**config.mk**
```make
export PLATFORM = sky130hd
export DESIGN_NAME = vicmidi_ser_router
export DESIGN_NICKNAME = d
export VERILOG_FILES = /design/src/rtl/vicmidi_ser_router.sv
export SDC_FILE = /design/constraint.sdc
export NUM_CORES = 1
export LEC_CHECK = 0
export CELL_PAD_IN_SITES_DETAIL_PLACEMENT = 1
export CELL_PAD_IN_SITES_GLOBAL_PLACEMENT = 1
export CORE_MARGIN = 1
export CORE_UTILIZATION = 35
export DETAILED_ROUTE_END_ITERATION = 10
export HOLD_SLACK_MARGIN = 0.12
export PLACE_DENSITY_LB_ADDON = 0.1
export SYNTH_ARGS = -nofsm -noshare
export SYNTH_HDL_FRONTEND = slang
export SYNTH_SLANG_ARGS = --single-unit
export TNS_END_PERCENT = 100
```
**constraint.sdc**
```tcl
create_clock -name clock -period 2.3 [get_ports clock]
set_input_delay 0.345 -clock clock [delete_from_list [all_inputs] [get_ports clock]]
set_output_delay 0.345 -clock clock [all_outputs]
set_load 0.01 [all_outputs]
```
**src/rtl/vicmidi_ser_router.sv**
```systemverilog
// Routes CHANNELS UART channels onto one MIDI and one RS232 port, with a CPU register window,
// IRQ pending/mask logic and an activity LED. Optional loopback mode: VICMIDI_LOOPBACK_EN.
module vicmidi_ser_router #(
    parameter int CHANNELS  = 2,
    parameter int LED_CNT_W = 16
) (
    input  logic                 clock,
    input  logic                 reset,
    input  logic                 r_w,
    input  logic [9:0]           address,
    input  logic                 io_sel,
    input  logic [6:0]           base,
    input  logic [7:0]           data_in,
    output logic [7:0]           data_out,
    output logic                 data_oe,
    output logic [CHANNELS-1:0]  uart_ce,
    input  logic [CHANNELS-1:0]  txd,
    output logic [CHANNELS-1:0]  rxd,
    input  logic [CHANNELS-1:0]  uart_irq,
    output logic                 midi_txd,
    input  logic                 midi_rxd,
    output logic                 rs232_txd,
    input  logic                 rs232_rxd,
    output logic                 irq,
    output logic                 act_led
);

    localparam int MW = 2 * CHANNELS;
    localparam logic [1:0] MODE_MIDI  = 2'b00;
    localparam logic [1:0] MODE_RS232 = 2'b01;
    localparam logic [1:0] MODE_LOOP  = 2'b10;
    localparam logic [MW-1:0] MODE_RST = {MW{1'b1}} << 2;
    localparam logic [3:0] CH_ID = 4'(CHANNELS);
`ifdef VICMIDI_LOOPBACK_EN
    localparam logic LOOP_EN = 1'b1;
`else
    localparam logic LOOP_EN = 1'b0;
`endif

    logic [CHANNELS-1:0]  ce_next_s;
    logic                 win_sel_s;
    logic                 wr_s;
    logic                 rd_s;
    logic [7:0]           rd_data_s;
    logic [CHANNELS-1:0]  midi_own_s;
    logic [CHANNELS-1:0]  rs_own_s;
    logic [CHANNELS-1:0]  loop_s;
    logic [CHANNELS-1:0]  active_s;
    logic                 midi_found_s;
    logic                 rs_found_s;
    logic [CHANNELS-1:0]  rise_s;
    logic [CHANNELS-1:0]  clr_s;
    logic [CHANNELS-1:0]  pend_next_s;
    logic [CHANNELS-1:0]  led_edge_s;
    logic [LED_CNT_W-1:0] led_cnt_next_s;
    logic                 unused_s;

    logic [MW-1:0]        mode_r;
    logic [CHANNELS-1:0]  mask_r;
    logic [CHANNELS-1:0]  pend_r;
    logic [CHANNELS-1:0]  uart_ce_r;
    logic [7:0]           data_out_r;
    logic                 data_oe_r;
    logic                 irq_r;
    logic [CHANNELS-1:0]  irq_sync1_r;
    logic [CHANNELS-1:0]  irq_sync2_r;
    logic [CHANNELS-1:0]  irq_prev_r;
    logic [CHANNELS-1:0]  tx_sync1_r;
    logic [CHANNELS-1:0]  tx_sync2_r;
    logic [CHANNELS-1:0]  tx_prev_r;
    logic [CHANNELS-1:0]  rx_sync1_r;
    logic [CHANNELS-1:0]  rx_sync2_r;
    logic [CHANNELS-1:0]  rx_prev_r;
    logic [LED_CNT_W-1:0] led_cnt_r;
    logic                 act_led_r;

    assign unused_s = ^data_in;

    // Address decode: per-channel chip enables and the register window (7-bit wraparound).
    always_comb begin
        ce_next_s = '0;
        for (int n = 0; n < CHANNELS; n++) begin
            if (!io_sel && (address[9:3] == (base + 7'(n)))) begin
                ce_next_s[n] = 1'b1;
            end else begin
                ce_next_s[n] = 1'b0;
            end
        end
        win_sel_s = !io_sel && (address[9:3] == (base + 7'(CHANNELS)));
        wr_s      = win_sel_s && !r_w;
        rd_s      = win_sel_s && r_w;
    end

    // Register read multiplexer.
    always_comb begin
        rd_data_s = 8'h00;
        case (address[2:0])
            3'd0:    rd_data_s = 8'(mode_r);
            3'd1:    rd_data_s = 8'(mask_r);
            3'd2:    rd_data_s = 8'(pend_r);
            3'd3:    rd_data_s = {4'h1, CH_ID};
            default: rd_data_s = 8'h00;
        endcase
    end

    // Port ownership: lowest-index claimant wins; losers and disabled loopback behave as off.
    always_comb begin
        midi_own_s   = '0;
        rs_own_s     = '0;
        loop_s       = '0;
        midi_found_s = 1'b0;
        rs_found_s   = 1'b0;
        for (int n = 0; n < CHANNELS; n++) begin
            if ((mode_r[2*n +: 2] == MODE_MIDI) && !midi_found_s) begin
                midi_own_s[n] = 1'b1;
                midi_found_s  = 1'b1;
            end else if ((mode_r[2*n +: 2] == MODE_RS232) && !rs_found_s) begin
                rs_own_s[n] = 1'b1;
                rs_found_s  = 1'b1;
            end else if (mode_r[2*n +: 2] == MODE_LOOP) begin
                loop_s[n] = LOOP_EN;
            end else begin
                loop_s[n] = 1'b0;
            end
        end
        active_s = midi_own_s | rs_own_s | loop_s;
    end

    // Combinational serial routing between channels and physical ports.
    always_comb begin
        midi_txd  = 1'b1;
        rs232_txd = 1'b1;
        rxd       = '1;
        for (int n = 0; n < CHANNELS; n++) begin
            if (midi_own_s[n]) begin
                midi_txd = txd[n];
                rxd[n]   = midi_rxd;
            end else if (rs_own_s[n]) begin
                rs232_txd = txd[n];
                rxd[n]    = rs232_rxd;
            end else if (loop_s[n]) begin
                rxd[n] = txd[n];
            end else begin
                rxd[n] = 1'b1;
            end
        end
    end

    // Pending update: a clear and a fresh edge on the same bit leaves the bit set.
    always_comb begin
        rise_s = irq_sync2_r & ~irq_prev_r;
        if (wr_s && (address[2:0] == 3'd2)) begin
            clr_s = data_in[CHANNELS-1:0];
        end else begin
            clr_s = '0;
        end
        pend_next_s = (pend_r & ~clr_s) | rise_s;
    end

    // LED stretch counter: reload on any line edge of an active channel, else count down to 0.
    always_comb begin
        led_edge_s = ((tx_sync2_r ^ tx_prev_r) | (rx_sync2_r ^ rx_prev_r)) & active_s;
        if (|led_edge_s) begin
            led_cnt_next_s = '1;
        end else if (led_cnt_r != '0) begin
            led_cnt_next_s = led_cnt_r - {{(LED_CNT_W-1){1'b0}}, 1'b1};
        end else begin
            led_cnt_next_s = led_cnt_r;
        end
    end

    // Register file, bus outputs and interrupt output.
    always_ff @(posedge clock) begin
        if (reset) begin
            mode_r     <= MODE_RST;
            mask_r     <= '0;
            pend_r     <= '0;
            uart_ce_r  <= '0;
            data_out_r <= 8'h00;
            data_oe_r  <= 1'b0;
            irq_r      <= 1'b0;
        end else begin
            uart_ce_r <= ce_next_s;
            pend_r    <= pend_next_s;
            irq_r     <= |(pend_r & mask_r);
            data_oe_r <= rd_s;
            if (rd_s) begin
                data_out_r <= rd_data_s;
            end
            if (wr_s && (address[2:0] == 3'd0)) begin
                mode_r <= data_in[MW-1:0];
            end
            if (wr_s && (address[2:0] == 3'd1)) begin
                mask_r <= data_in[CHANNELS-1:0];
            end
        end
    end

    // Synchronisers for IRQ and serial lines, plus the LED counter.
    always_ff @(posedge clock) begin
        if (reset) begin
            irq_sync1_r <= '0;
            irq_sync2_r <= '0;
            irq_prev_r  <= '0;
            tx_sync1_r  <= '0;
            tx_sync2_r  <= '0;
            tx_prev_r   <= '0;
            rx_sync1_r  <= '0;
            rx_sync2_r  <= '0;
            rx_prev_r   <= '0;
            led_cnt_r   <= '0;
            act_led_r   <= 1'b0;
        end else begin
            irq_sync1_r <= uart_irq;
            irq_sync2_r <= irq_sync1_r;
            irq_prev_r  <= irq_sync2_r;
            tx_sync1_r  <= txd;
            tx_sync2_r  <= tx_sync1_r;
            tx_prev_r   <= tx_sync2_r;
            rx_sync1_r  <= rxd;
            rx_sync2_r  <= rx_sync1_r;
            rx_prev_r   <= rx_sync2_r;
            led_cnt_r   <= led_cnt_next_s;
            act_led_r   <= (led_cnt_next_s != '0);
        end
    end

    assign uart_ce  = uart_ce_r;
    assign data_out = data_out_r;
    assign data_oe  = data_oe_r;
    assign irq      = irq_r;
    assign act_led  = act_led_r;

endmodule

```
======== After elaboration in Yosys (flattened, before gate mapping) ========
Cells that the tools add are included.
word-level totals
  word-level logic and storage cells ...... 83
  output and inout bits ................... 17
  bits of input ports ..................... 35
  register bits ........................... 55
  bits in writable memories ............... 0
  ROM bits ................................ 0
  latch bits .............................. 0
  memories kept ........................... 0
operators by class
  bitwise logic cells ..................... 11
  $mul .................................... 0
  divide/modulo/power cells ............... 0
  shifts and indexed selects .............. 0
  mux-type cells .......................... 22
  reductions and logical operators ........ 21
  add/sub/neg operators ................... 3
  order comparisons ....................... 0
  equality and inequality tests ........... 8
operator list
  cell                     count
  $mux W16                 2
  $reduce_bool A16 Y1      2
  $eq A7 B7 Y1             3
  $pmux W5 S4              1
  $mux W1                  18
  $sub A16 B1 Y16 const B  1
  $logic_and A1 B1 Y1      10
  $and A2 B2 Y2            4
  $add A7 B1 Y7 const B    1
  $add A7 B2 Y7 const B    1
  $eq A3 B2 Y1 const B     2
  $or A2 B2 Y2             3
  $eq A2 B1 Y1 const B     2
  $logic_not A1 Y1         4
  $logic_not A2 Y1         2
  $not A2 Y2               2
  $reduce_or A2 Y1         2
  $xor A2 B2 Y2            2
  $eq A3 B1 Y1 const B     1
  $logic_not A3 Y1         1
  $mux W2                  1

======== Longest topological paths before layout ========
  depth in word-level cells ............... 12
  gate-level depth with buffers ........... 8
  mapped depth without buffers ............ 7

======== Least setup slack after synthesis ========
Ideal clock, no wire load.
  kind .................................... register to register
  start point ............................. register led_cnt_r[6]
  end point ............................... register act_led_r (netlist: act_led)
  required time ........................... 2.159 ns
  arrival time ............................ 2.345 ns
  period minus slack after synthesis ...... 2.485 ns
  stages on the path, launching flop included .. 8
  library setup time ...................... 0.141 ns
  path slack .............................. -0.185 ns
  buffers on the path ..................... 2
  path through ............................ dfxtp_1 or4_1 clkbuf_2 or4_1 buf_2 a211o_1 a2111oi_2 a41oi_1
between the ends
  word-level cells in the longest chain between the ends .. 4
  elaborated cells on any way between the ends .. 5
  those cells by class .................... 1 x add/sub; 2 x mux; 2 x reduce/logical
RTL lines
  what                                                    RTL line  text
  start: declaration                                      74        logic [LED_CNT_W-1:0] led_cnt_r;
  start signal: assignment                                223       led_cnt_r <= led_cnt_next_s;
  $sub A16 B1 Y16 or $reduce_bool A16 Y1 (tied branches)  166, 165
  $mux W16 *                                              165       end else if (led_cnt_r != '0) begin
  $mux W16 *                                              163       if (|led_edge_s) begin
  $reduce_bool A16 Y1 *                                   224       act_led_r <= (led_cnt_next_s != '0);
  end signal: assignment                                  224
  end: declaration                                        75        logic act_led_r;
Every way passes the cells marked *; elsewhere a longest branch is shown, timed or not.
A chain may end at the register's enable or synchronous reset.

======== Worst setup path in the final report ========
  start point ............................. register led_cnt_r[9]
  end point ............................... register act_led_r (netlist: act_led)
Same word-level chain as after synthesis.

==> results.toml <==
[worst_setup_path]
worstPathRequired_ns = 2.44
max_stage_delay_ns = 0.56
end_kind = "register"
crit_path_start_kind = "register"
cp_slowest_cell = "or4_4"
arrival_ns = 2.44
crit_chain = "or4_4, or4_4, a211o_1, a2111oi_2, a41oi_1"
crit_path_frequent_cell = "or4_4"
crit_type = "register to register"
critPathMaxFanout = 4

[synthesis]
ys_warn_count = 0
synth_area_leaders = "dfxtp_1, xnor2_1, mux2i_1, nor2b_1, nor2_1"
synthDominantCellAreaShare_pct = 38.08
netlist_area_mm2 = 0.002734
synth_seq_cells = 52
synth_edf_count = 0
synthArstFlopShare_pct = 0
ys.flop_type = "dfxtp_1"
synth_cells = 310
yosysSeqAreaShare_pct = 38.08
avgSynthCellArea_um2 = 8.819
yosysUniqueCellTypes = 55
yosysTopAreaCell = "dfxtp_1"

[run_status]
status = "completed"

[run]
drv_cap = 0

[clock_tree]
clkSinkCount = 52
post-cts-setup-buffers = 0
hold_buffers = 0
clock_path_buffers = 2
h-tree-depth = 2
clkLatencyLatePin_ns = 0.30
cts_buffers = 5
clkSlewWorstSetupHoldPaths_ns = 0.10
ctsRootBufferMaster = "clkbuf_8"
cts_tree = "done"

[global_route]
antenna_found_initial = 0
grt_pass1_wl_um = 12190
grt_max_degree = 59
gr-total-overflow = 0
grt_usage_pct = 18.06
grt_pass1_vias = 2599

[drt]
drc_errors = 0
drt-pass1-iter-count = 4
drtAntennaViolNets = 0
drt_iter0_markers = 62
via_count = 2482
wl_per_cell_um = 14.00
wl_um = 6918
avgViaCountPerCell = 5.024

[timing]
final.setup_skew_ns = 0.01337
worst_pin_slew_ns = 0.9798
timing.final.crit_share_pct = 99.97
hold_viol_final = 0
timing.fmax_mhz = 434.9
setup_viol = 0
tns_ns = 0
slew_viol_final = 0
grt_setup_unrepaired = "true"
relSlewSlack_pct = 34.68
period_needed_ns = 2.299

[final_layout]
final_cell_mix = "dfxtp_1, buf_4, clkdlybuf4s50_1"
antenna-diode-count = 0
regArea_mm2 = 0.001044
fin_area_mm2 = 0.003795
drive_above_1_share_pct = 21.52
final_nets = 433
multi_input_area_mm2 = 0.001672
layout.cells.non_filler = 494
area_growth_pct = 38.81
final_common_cell = "dfxtp_1"
n_fill_cell = 868

[power]
powerDensity_mw_per_mm2 = 611.0
ir_drop_mv = 0.2641
cellLeakagePower_nw = 1.455

[die]
die_area_mm2 = 0.008169
initial_core_util_pct = 36.90
rows = 31
die_w_um = 90.38
fp.dieH_um = 90.38
io_pins = 52
core_mm2 = 0.007408

[worst_hold_path]
hold_path_class = "register to register"

[placed_design]
gp_congestion = 0.7880
numPlacedInstances = 486
dpl_cell_area_mm2 = 0.003575
hpwl_um = 5190
numPortBuffers = 44
[worst paths after layout]
| kind | startpoint | endpoint | slack (ns) | depth (start not counted) |
|---|---|---|---|---|
| max | led_cnt_r[9] | act_led | 0.0006 | 5 |
| min | rx_sync1_r[1] | rx_sync2_r[1] | 0.44 | 1 |
| max reg2reg | led_cnt_r[9] | act_led | 0.0006 | 5 |
| min reg2reg | rx_sync1_r[1] | rx_sync2_r[1] | 0.44 | 1 |
[synthesized netlist by cell type (4+ instances only)]
master     n
a211o_1    5
a21oi_1   12
a31oi_1    5
and2_1     4
buf_4      4
clkbuf_1  10
dfxtp_1   52
ha_1       4
inv_1      5
mux2i_1   14
nand2_1   13
nand2b_1  15
nand3_1    4
nand3b_1   4
nor2_1    26
nor2b_1   22
nor3_1    13
o21ai_0   14
or3_1      4
or4_1      6
xnor2_1   17
xor2_1     7
[worst max-delay path: cells and delay by family, from the launching register on]
kind | cells | cell delay, ns
flops | 1 | 0.34
simple gates | 2 | 1.09
compound gates | 3 | 0.72
[state kept, by name (all words and copies together), names as in the netlist]
name         flops
mask_r           2
irq_prev_r       2
irq_sync1_r      2
uart_ce          2
tx_prev_r        2
rx_prev_r        2
rx_sync2_r       2
pend_r           2
led_cnt_r       16
mode_r           4
irq              1
tx_sync1_r       2
irq_sync2_r      2
act_led          1
tx_sync2_r       2
data_out         5
rx_sync1_r       2
data_oe          1
[power by group]
group	total [mW]	switching (mW)	internal, mW
Sequential	0.991	0.0343	0.957
Combinational	0.666	0.324	0.342
Clock	0.662	0.305	0.356
Total	2.32	0.664	1.66
[cell type report]
| type | count | area share, % |
|---|---|---|
| well taps | 99 | 3.264 |
| clock inverters | 2 | 1.022 |
| repair buffers | 94 | 21.50 |
| flip-flops and latches | 52 | 27.50 |
| multi-input cells | 236 | 44.05 |
| clock buffers | 6 | 2.176 |
| inverters | 5 | 0.4946 |
[metal layers]
| metal | up-vias | global-route usage, % | part of all wire (%) |
|---|---|---|---|
| met1 | 1183 | 23.58 | 49 |
| met5 | - | 0 | 0 |
| li1 | 1261 | - | - |
| met4 | 0 | 4.032 | 0.88 |
| met3 | 7 | 2.778 | 2.0 |
| met2 | 31 | 31.23 | 48 |
[kinds of logic (layout without fill, tap and decap cells)]
family,count (synthesis),in the layout,share of synthesized area (%)
flops,52,52,38.08
buf+inv,24,107,4.439
xor+xnor,24,24,7.689
mux,15,15,5.538
other cells,1,3,0.1372
simple gates,132,132,27.92
fa+ha+maj,4,4,1.831
compound gates,58,58,14.37
[repair_timing]
action	CTS	global route
gates resized for setup	15	8
endpoints found under the setup margin	18	10
pin swaps	5	2
[metrics by stage]
step | hold slack, ns | worst slack (ns) | utilization, % | total power [mW]
CTS | 0.4494 | -0.01588 | 50.70 | 2.336
global route | 0.4703 | -0.07498 | 51.22 | 2.462
global placement | 0.4180 | -0.4196 | 48.25 | 1.611
finish | 0.4448 | 0.0005942 | 51.22 | 2.319
detailed placement | 0.4253 | -0.4371 | 48.25 | 1.622
floorplan | 0.4138 | -0.04986 | - | 1.345
Note: power is estimated with default switching activity, not from simulation.
